==> config.mk <==
export PLATFORM = sky130hd
export DESIGN_NAME = fetch_unit_flat
export DESIGN_NICKNAME = d
export VERILOG_FILES = /design/src/rtl/fetch_pkg.sv /design/src/rtl/fetch_if.sv /design/src/rtl/sat_counter.sv /design/src/rtl/fetch_unit.sv /design/src/flat_wrapper.sv
export SDC_FILE = /design/constraint.sdc
export NUM_CORES = 1
export LEC_CHECK = 0
export CELL_PAD_IN_SITES_DETAIL_PLACEMENT = 0
export CELL_PAD_IN_SITES_GLOBAL_PLACEMENT = 1
export CORE_UTILIZATION = 37
export CTS_CLUSTER_DIAMETER = 50
export DETAILED_ROUTE_END_ITERATION = 12
export PLACE_DENSITY_LB_ADDON = 0.1
export SYNTH_ARGS = -nofsm -noshare
export SYNTH_HDL_FRONTEND = slang
export SYNTH_SLANG_ARGS = --single-unit
==> constraint.sdc <==
create_clock -name clk -period 3.9 [get_ports clk]
set_input_delay 0.585 -clock clk [delete_from_list [all_inputs] [get_ports clk]]
set_output_delay 0.585 -clock clk [all_outputs]
set_load 0.02 [all_outputs]
==> src/rtl/fetch_pkg.sv <==
// Shared types and defaults for the instruction-fetch stage.
package fetch_pkg;

    typedef enum logic [1:0] {
        ST_IDLE   = 2'd0,
        ST_RUN    = 2'd1,
        ST_HALTED = 2'd2
    } fetch_state_e;

    localparam logic [31:0] NOP_INSTR       = 32'h0000_0013;
    localparam int unsigned DEFAULT_PC_STEP = 4;

    function automatic logic is_aligned(input logic [1:0] low_bits);
        return low_bits == 2'b00;
    endfunction

endpackage

==> src/rtl/fetch_if.sv <==
// Instruction-memory bus, redirect inputs and IF/ID outputs of the fetch stage.
interface fetch_if #(
    parameter int WIDTH = 32
);

    logic [WIDTH-1:0] imem_addr;
    logic [WIDTH-1:0] imem_rdata;
    logic             stall;
    logic             branch_taken;
    logic [WIDTH-1:0] branch_target;
    logic [WIDTH-1:0] ex_pc;
    logic [WIDTH-1:0] if_instr;
    logic [WIDTH-1:0] if_pc;
    logic [WIDTH-1:0] if_pc_next;
    logic             if_valid;

    modport master (
        output imem_addr, if_instr, if_pc, if_pc_next, if_valid,
        input  imem_rdata, stall, branch_taken, branch_target, ex_pc
    );

    modport slave (
        input  imem_addr, if_instr, if_pc, if_pc_next, if_valid,
        output imem_rdata, stall, branch_taken, branch_target, ex_pc
    );

endinterface

==> src/rtl/sat_counter.sv <==
// Up-counter with synchronous clear that sticks at all-ones instead of wrapping.
module sat_counter #(
    parameter int W = 16
) (
    input  logic         clk,
    input  logic         rst,
    input  logic         enable,
    input  logic         clear,
    output logic [W-1:0] count
);

    always_ff @(posedge clk or negedge rst) begin
        if (!rst) begin
            count <= '0;
        end else if (clear) begin
            count <= '0;
        end else if (enable && (count != '1)) begin
            count <= count + W'(1);
        end
    end

endmodule

==> src/rtl/fetch_unit.sv <==
// Fetch stage: PC register, IF/ID register with stall/flush/redirect, run/halt FSM
// and a saturating count of cycles spent running.
module fetch_unit
    import fetch_pkg::*;
#(
    parameter int               WIDTH    = 32,
    parameter logic [WIDTH-1:0] RESET_PC = '0,
    parameter int unsigned      PC_STEP  = DEFAULT_PC_STEP,
    parameter int               CNT_W    = 16,
    parameter logic [WIDTH-1:0] NOP      = WIDTH'(NOP_INSTR)
) (
    input  logic             clk,
    input  logic             rst,
    input  logic             trigger,
    fetch_if.master          bus,
    output logic             running,
    output logic             halted,
    output logic             misaligned,
    output logic [CNT_W-1:0] cycle_count
);

    localparam logic [WIDTH-1:0] STEP = WIDTH'(PC_STEP);

    fetch_state_e     state_q, state_d;
    logic [WIDTH-1:0] pc_q, pc_d;
    logic [WIDTH-1:0] instr_q, instr_d;
    logic [WIDTH-1:0] ifpc_q, ifpc_d;
    logic [WIDTH-1:0] ifpcn_q, ifpcn_d;
    logic             valid_q, valid_d;
    logic             mis_q, mis_d;
    logic             cnt_clear;
    logic [WIDTH-1:0] pc_plus;

    assign pc_plus = pc_q + STEP;

    always_ff @(posedge clk or negedge rst) begin
        if (!rst) begin
            state_q <= ST_IDLE;
            pc_q    <= RESET_PC;
            instr_q <= NOP;
            ifpc_q  <= '0;
            ifpcn_q <= '0;
            valid_q <= 1'b0;
            mis_q   <= 1'b0;
        end else begin
            state_q <= state_d;
            pc_q    <= pc_d;
            instr_q <= instr_d;
            ifpc_q  <= ifpc_d;
            ifpcn_q <= ifpcn_d;
            valid_q <= valid_d;
            mis_q   <= mis_d;
        end
    end

    // Redirect beats stall beats sequential fetch; a halting redirect also flushes IF/ID.
    always_comb begin
        state_d   = state_q;
        pc_d      = pc_q;
        instr_d   = instr_q;
        ifpc_d    = ifpc_q;
        ifpcn_d   = ifpcn_q;
        valid_d   = valid_q;
        mis_d     = mis_q;
        cnt_clear = 1'b0;
        unique case (state_q)
            ST_IDLE: begin
                pc_d    = RESET_PC;
                instr_d = NOP;
                ifpc_d  = '0;
                ifpcn_d = '0;
                valid_d = 1'b0;
                if (trigger) begin
                    state_d = ST_RUN;
                end
            end
            ST_RUN: begin
                if (bus.branch_taken) begin
                    instr_d = NOP;
                    valid_d = 1'b0;
                    if (!is_aligned(bus.branch_target[1:0])) begin
                        state_d = ST_HALTED;
                        mis_d   = 1'b1;
                    end else begin
                        pc_d = bus.branch_target;
                        if (bus.branch_target == bus.ex_pc) begin
                            state_d = ST_HALTED;
                        end
                    end
                end else if (!bus.stall) begin
                    instr_d = bus.imem_rdata;
                    ifpc_d  = pc_q;
                    ifpcn_d = pc_plus;
                    valid_d = 1'b1;
                    pc_d    = pc_plus;
                end
            end
            ST_HALTED: begin
                if (trigger) begin
                    state_d   = ST_RUN;
                    pc_d      = RESET_PC;
                    mis_d     = 1'b0;
                    cnt_clear = 1'b1;
                end
            end
            default: begin
                state_d = ST_IDLE;
            end
        endcase
    end

    sat_counter #(
        .W(CNT_W)
    ) u_cycle_counter (
        .clk   (clk),
        .rst   (rst),
        .enable(state_q == ST_RUN),
        .clear (cnt_clear),
        .count (cycle_count)
    );

    assign bus.imem_addr  = pc_q;
    assign bus.if_instr   = instr_q;
    assign bus.if_pc      = ifpc_q;
    assign bus.if_pc_next = ifpcn_q;
    assign bus.if_valid   = valid_q;
    assign running        = (state_q == ST_RUN);
    assign halted         = (state_q == ST_HALTED);
    assign misaligned     = mis_q;

endmodule

==> src/flat_wrapper.sv <==
// flat-port wrapper written by rule: the top's interface ports become plain ports
module fetch_unit_flat import fetch_pkg::*;
#(
    parameter int               WIDTH    = 32,
    parameter logic [WIDTH-1:0] RESET_PC = '0,
    parameter int unsigned      PC_STEP  = DEFAULT_PC_STEP,
    parameter int               CNT_W    = 16,
    parameter logic [WIDTH-1:0] NOP      = WIDTH'(NOP_INSTR)
)
  (clk, rst, trigger, running, halted, misaligned, cycle_count, bus_imem_addr, bus_if_instr, bus_if_pc, bus_if_pc_next, bus_if_valid, bus_imem_rdata, bus_stall, bus_branch_taken, bus_branch_target, bus_ex_pc);
  fetch_if #(.WIDTH(WIDTH)) bus_i ();
  input  logic clk;
  input  logic rst;
  input  logic trigger;
  output logic running;
  output logic halted;
  output logic misaligned;
  output logic [CNT_W-1:0] cycle_count;
  output wire logic [$bits(bus_i.imem_addr)-1:0] bus_imem_addr;
  output wire logic [$bits(bus_i.if_instr)-1:0] bus_if_instr;
  output wire logic [$bits(bus_i.if_pc)-1:0] bus_if_pc;
  output wire logic [$bits(bus_i.if_pc_next)-1:0] bus_if_pc_next;
  output wire logic [$bits(bus_i.if_valid)-1:0] bus_if_valid;
  input wire logic [$bits(bus_i.imem_rdata)-1:0] bus_imem_rdata;
  input wire logic [$bits(bus_i.stall)-1:0] bus_stall;
  input wire logic [$bits(bus_i.branch_taken)-1:0] bus_branch_taken;
  input wire logic [$bits(bus_i.branch_target)-1:0] bus_branch_target;
  input wire logic [$bits(bus_i.ex_pc)-1:0] bus_ex_pc;
  assign bus_imem_addr = bus_i.imem_addr;
  assign bus_if_instr = bus_i.if_instr;
  assign bus_if_pc = bus_i.if_pc;
  assign bus_if_pc_next = bus_i.if_pc_next;
  assign bus_if_valid = bus_i.if_valid;
  assign bus_i.imem_rdata = bus_imem_rdata;
  assign bus_i.stall = bus_stall;
  assign bus_i.branch_taken = bus_branch_taken;
  assign bus_i.branch_target = bus_branch_target;
  assign bus_i.ex_pc = bus_ex_pc;
  fetch_unit #(.WIDTH(WIDTH), .RESET_PC(RESET_PC), .PC_STEP(PC_STEP), .CNT_W(CNT_W), .NOP(NOP)) u_core (.clk(clk), .rst(rst), .trigger(trigger), .bus(bus_i), .running(running), .halted(halted), .misaligned(misaligned), .cycle_count(cycle_count));
endmodule
Word-level counts from Yosys, hierarchy flattened
Index checks and enable logic that the tools add are counted.
{"block": "word_totals", "reg_bits": 148, "input_bits": 101, "output_inout_bits": 148, "wordCells": 65}
{"block": "op_classes", "addsub": 2, "eq_ne": 13, "muxes": 29, "reduce_logical": 13}
{"cell": "$mux 32", "count": 9}
{"cell": "$pmux 32 s2", "count": 3}
{"cell": "$pmux 32 s3", "count": 1}
{"cell": "$add 32x3->32 const B", "count": 1}
{"cell": "$eq 32x32->1", "count": 1}
{"cell": "$mux 16", "count": 2}
{"cell": "$add 16x1->16 const B", "count": 1}
{"cell": "$ne 16x16->1 const B", "count": 1}
{"cell": "$ne 2x2->1 const B", "count": 5}
{"cell": "$mux 2", "count": 4}
{"cell": "$reduce_and 4->1", "count": 2}
{"cell": "$mux 1", "count": 7}
{"cell": "$ne 3x3->1 const B", "count": 2}
{"cell": "$reduce_and 3->1", "count": 2}
{"cell": "$reduce_bool 2->1", "count": 3}
{"cell": "$logic_not 2->1", "count": 2}
{"cell": "$pmux 1 s2", "count": 2}
{"cell": "$pmux 2 s2", "count": 1}
{"cell": "$ne 3x2->1 const B", "count": 1}
{"cell": "$reduce_bool 3->1", "count": 1}
{"cell": "$eq 2x1->1 const B", "count": 1}
{"cell": "$eq 2x2->1 const B", "count": 1}
{"cell": "$ne 2x1->1 const B", "count": 1}
{"cell": "$reduce_and 2->1", "count": 1}
{"cell": "other kinds (2)", "count": 2}

Logic depth before layout (Yosys ltp)
{"block": "logic_depth", "word_depth": 5, "mapped_depth": 9, "mapped_depth_nobuf": 6}

Cells and area by module
From an unflattened synthesis, not the netlist that was laid out.
{"block": "hier_totals", "cells_unflattened": 698, "hier_area_um2": 7123.1}
{"module": "fetch_unit", "instances": 1, "cells_per_inst": 600, "area_each_um2": 6180.9, "seq_area_each_um2": 3256.9}
{"module": "sat_counter", "instances": 1, "cells_per_inst": 98, "area_each_um2": 942.2, "seq_area_each_um2": 400.4}

Least setup slack after synthesis
No wires, ideal clock.
{"block": "synth_timing", "path_type": "register to register", "from": "register u_core.pc_q[2] (netlist: u_core.bus.imem_addr[2])", "to": "register u_core.pc_q[26] (netlist: u_core.bus.imem_addr[26])", "setup_ns": 0.126, "t_arrival_ns": 1.879, "required_time_ns": 3.774, "path_slack_ns": 1.895, "path_stages_with_launch": 9, "n_path_buf": 2, "cell_sequence": "dfrtp_1 -> ha_1 -> and3_1 -> buf_6 -> nand4_4 -> buf_6 -> nor3_4 -> o21ai_1 -> a221o_1"}
{"block": "synth_via", "elab_chain_cells": 4}
{"item": "from (decl)", "line": "fetch_unit.sv:25", "source": "logic [WIDTH-1:0] pc_q, pc_d;"}
{"item": "from (signal assigned)", "line": "fetch_unit.sv:47", "source": "pc_q <= pc_d;"}
{"item": "$add 32x3->32", "line": "fetch_unit.sv:34", "source": "assign pc_plus = pc_q + STEP;"}
{"item": "$mux 32", "line": "fetch_unit.sv:90", "source": "end else if (!bus.stall) begin"}
{"item": "$mux 32", "line": "fetch_unit.sv:78", "source": "if (bus.branch_taken) begin"}
{"item": "$pmux 32 s3", "line": "fetch_unit.sv:66", "source": "unique case (state_q)"}
No other way between the ends. The select of a mux whose other input is x is not followed.
A chain may end at the register's enable or synchronous reset.

Final worst setup path
{"block": "layout_timing", "from": "register u_core.state_q[1]", "to": "output port running"}
{"block": "layout_via", "elab_chain_cells": 1}
{"item": "from (decl)", "line": "fetch_unit.sv:24", "source": "fetch_state_e state_q, state_d;"}
{"item": "from (signal assigned)", "line": "fetch_unit.sv:46", "source": "state_q <= state_d;"}
{"item": "$eq 2x1->1", "line": "fetch_unit.sv:127", "source": "assign running = (state_q == ST_RUN);"}
{"item": "to (decl)", "line": "flat_wrapper.sv:15", "source": "output logic running;"}
No other way between the ends.

==> impl_results.md <==
* Worst-case vdd ir drop at 0.000410 V
* Max Cap Violations at 0
* All-Layer GR Usage at 0.237
* Area delta synth->final at 44.1%
* Worst path cell trace: nand2b_4 -> inv_2 -> clkdlybuf4s50_1
* Setup bufs post-CTS at 0
* Final cycle utilization of the critical path at 0.665
* CTS tree: built
* Vias in the first global route at 6346
* DP Wirelength at 17.1 mm
* Via count at 6363
* Min-Delay Path Class: in2async
* WS Path Type: reg2out
* Worst setup SP type: flip-flop
* FF-to-FF path depth at 6
* Remaining antenna violation count at 0
* Largest stage delay, worst path at 660 ps
* Slew Viols, Final at 0
* Total wire length at approximately 23 mm
* Fraction of registers with async set/reset at 1.00
* Worst Skew at 7.90 ps
* Clk sinks at 146
* Clock latency on the worst-skew pair at 420 ps
* Post-cts hold buffer count at 0
* Share of post-route cells with drive strength above 1 at 0.0814
* Crit path depth at 3
* Leakage at about 4.3 nW
* # DRC at 0
* WP data arrival at 2010 ps
* RSZ-0062 raised after global routing: no
* EDFF count, synth at 0
* Die height at 142 um
* Post-Syn Area per Cell at approximately 10 um2
* Final setup vio count at 0
* Max Freq at 386 MHz
* First-pass DRT Iterations at 5
* Placer congestion estimate at 0.813
* Buf+Inv Stages, Crit Path at 2
* Final #Nets at 1024
* Initial antenna violation count at 2
* Post-layout minimum cycle time at 2590 ps
* Outcome: complete, no violations
* Setup TNS at 0 ps
* DP Worst Slack at 1040 ps
* First-pass GRT wire length at 36.3 mm
* Distinct cells, synth at between 60 and 70
* CTS Root Buffer Type: clkbuf_16
* Via-per-instance ratio at 5.33
* Post-cts sizing count at 0
* Core Util, Final at 0.552
* Clock buffer count from CTS at 17
* Slew HR at 0.367
* Crit path max fanout at 10
* Mapped Nets at 798
* Syn Std Cell Area at 7260 um2
* Synth Register Bits at 146
* Antenna cells at 0
* Final worst slack at 1310 ps
* Die area at 20200 um2
* Slowest cell on the critical path: clkdlybuf4s50_1
* Worst Setup End Kind: primary output
* Starting density of the core at 0.383
* Die width at between 100 and 150 um
* Pwr per Cell Area at 595 nW/um2
* Site Rows at 50
* CTS Buffer Depth at 2
* DR WL/cell at 19.7 um
* Synth Warn # at 0
* Num ports at between 200 and 250
* Core Footprint at 19000 um2
* CP required at 3310 ps
* DR iter-0 viols at 468
* Final hold vios at 0
* Post-Synthesis Cells at 695
* Main synth FF type: dfrtp_1
* Largest net degree at the start of global routing at between 90 and 100
* H-Tree Level Count at 4
* Worst-path clk slew at 60 ps
* Worst-Margin Slew at 950 ps
* GR Overflow Total at 0
* Worst path top cell family by delay: buffers and inverters
* Port Buffers at 248
* Post-synthesis sequential area ratio at 0.504
layout by cell type (no fill, tap or decap), types with 5 or more instances in the layout:
cell	instances
mux2i_1	8
clkbuf_16	17
nand3_1	13
nand2_1	72
buf_4	9
nand4_1	17
nor2b_1	5
or3_1	5
dfrtp_1	143
xnor2_1	58
and3_1	11
a22oi_1	13
o21ai_1	24
a21oi_1	13
o2bb2ai_1	9
a31oi_1	5
nor4_4	5
nor2_1	40
inv_1	12
o21ai_0	43
a21o_1	5
nor3_1	8
clkdlybuf4s50_1	247
a22o_1	57
cells in the mapped netlist, types with 5 or more instances:
| master | number | area, um2 |
|---|---|---|
| nor2b_1 | 5 | 31.3 |
| o21ai_1 | 24 | 120 |
| dfrtp_1 | 143 | 3580 |
| or3_1 | 5 | 31.3 |
| xnor2_1 | 58 | 508 |
| a21o_1 | 5 | 37.5 |
| a22o_1 | 57 | 499 |
| and3_1 | 11 | 68.8 |
| o2bb2ai_1 | 9 | 78.8 |
| nor4_4 | 5 | 106 |
| clkbuf_1 | 19 | 71.3 |
| nand2_1 | 72 | 270 |
| nand4_1 | 17 | 106 |
| o21ai_0 | 43 | 215 |
| a31oi_1 | 5 | 31.3 |
| buf_2 | 20 | 100 |
| a22oi_1 | 13 | 97.6 |
| a21oi_1 | 14 | 70.1 |
| buf_4 | 7 | 52.6 |
| inv_1 | 12 | 45.0 |
| nor2_1 | 40 | 150 |
| nor3_1 | 8 | 40.0 |
| nand3_1 | 13 | 65.1 |
| mux2i_1 | 8 | 80.1 |
metal layers:
metal	global-route usage	wire length (um)
met1	0.311	10200
met2	0.380	11000
met3	0.0710	1900
met4	0.0656	299
met5	0	27
power by group:
part           internal [W]  switching [W]
logic               0.00103        0.00132
clock network      0.000906       0.000685
registers           0.00183       0.000462
registers in the layout, indices dropped and copies added, names as in the netlist:
signal and count:
u_core.bus.if_instr 32, u_core.bus.if_pc 30, u_core.bus.if_pc_next 32, u_core.bus.if_valid 1, u_core.bus.imem_addr 32, u_core.misaligned 1
u_core.state_q 2, u_core.u_cycle_counter.count 16
cell type report:
| cell class | count | area (um2) |
|---|---|---|
| clock buffers | 19 | 443 |
| clock inverters | 13 | 126 |
| fillers | 1683 | 8490 |
| inverters | 13 | 48.8 |
| multi-input cells | 485 | 3300 |
| flip-flops and latches | 146 | 3660 |
| well taps | 260 | 325 |
| repair buffers | 258 | 2570 |
cells by family (layout without fill, tap and decap cells):
kind of cell / after synthesis / in the layout / synth area share
buffers and inverters: 64 / 303 / 0.0443
adder cells (fa/ha/maj): 2 / 2 / 0.00344
AND/OR/NAND/NOR: 213 / 213 / 0.171
XOR/XNOR: 62 / 62 / 0.0748
flip-flops: 146 / 146 / 0.504
AO/OA/AOI/OAI: 200 / 200 / 0.192
multiplexers: 8 / 8 / 0.0110
metrics by stage:
step | total power, W | std cells | area, um2 | hold WS (ps)
finish | 0.00623 | 1194 | 10500 | 232
global route | 0.00657 | 1194 | 10500 | 300
CTS | 0.00629 | 1194 | 10500 | 274
detailed placement | 0.00467 | 1162 | 9900 | 471
global placement | 0.00462 | 1162 | 9900 | 465
floorplan | 0.00353 | 695 | 7260 | 289
path summary, 6_finish.rpt:
kind | startpoint | endpoint | slack [ps]
hold reg to reg | u_core.bus.if_pc_next[31] | u_core.bus.if_pc_next[31] | 480
max in group asynchronous | rst | u_core.bus.if_pc_next[18] | 2680
setup / recovery | u_core.state_q[1] | running | 1310
min in group clk | u_core.bus.if_pc_next[31] | u_core.bus.if_pc_next[31] | 480
hold / removal | rst | u_core.bus.if_pc[11] | 230
setup reg to reg | u_core.bus.imem_addr[2] | u_core.bus.imem_addr[22] | 1500
Note: power is estimated with default switching activity, not from simulation.
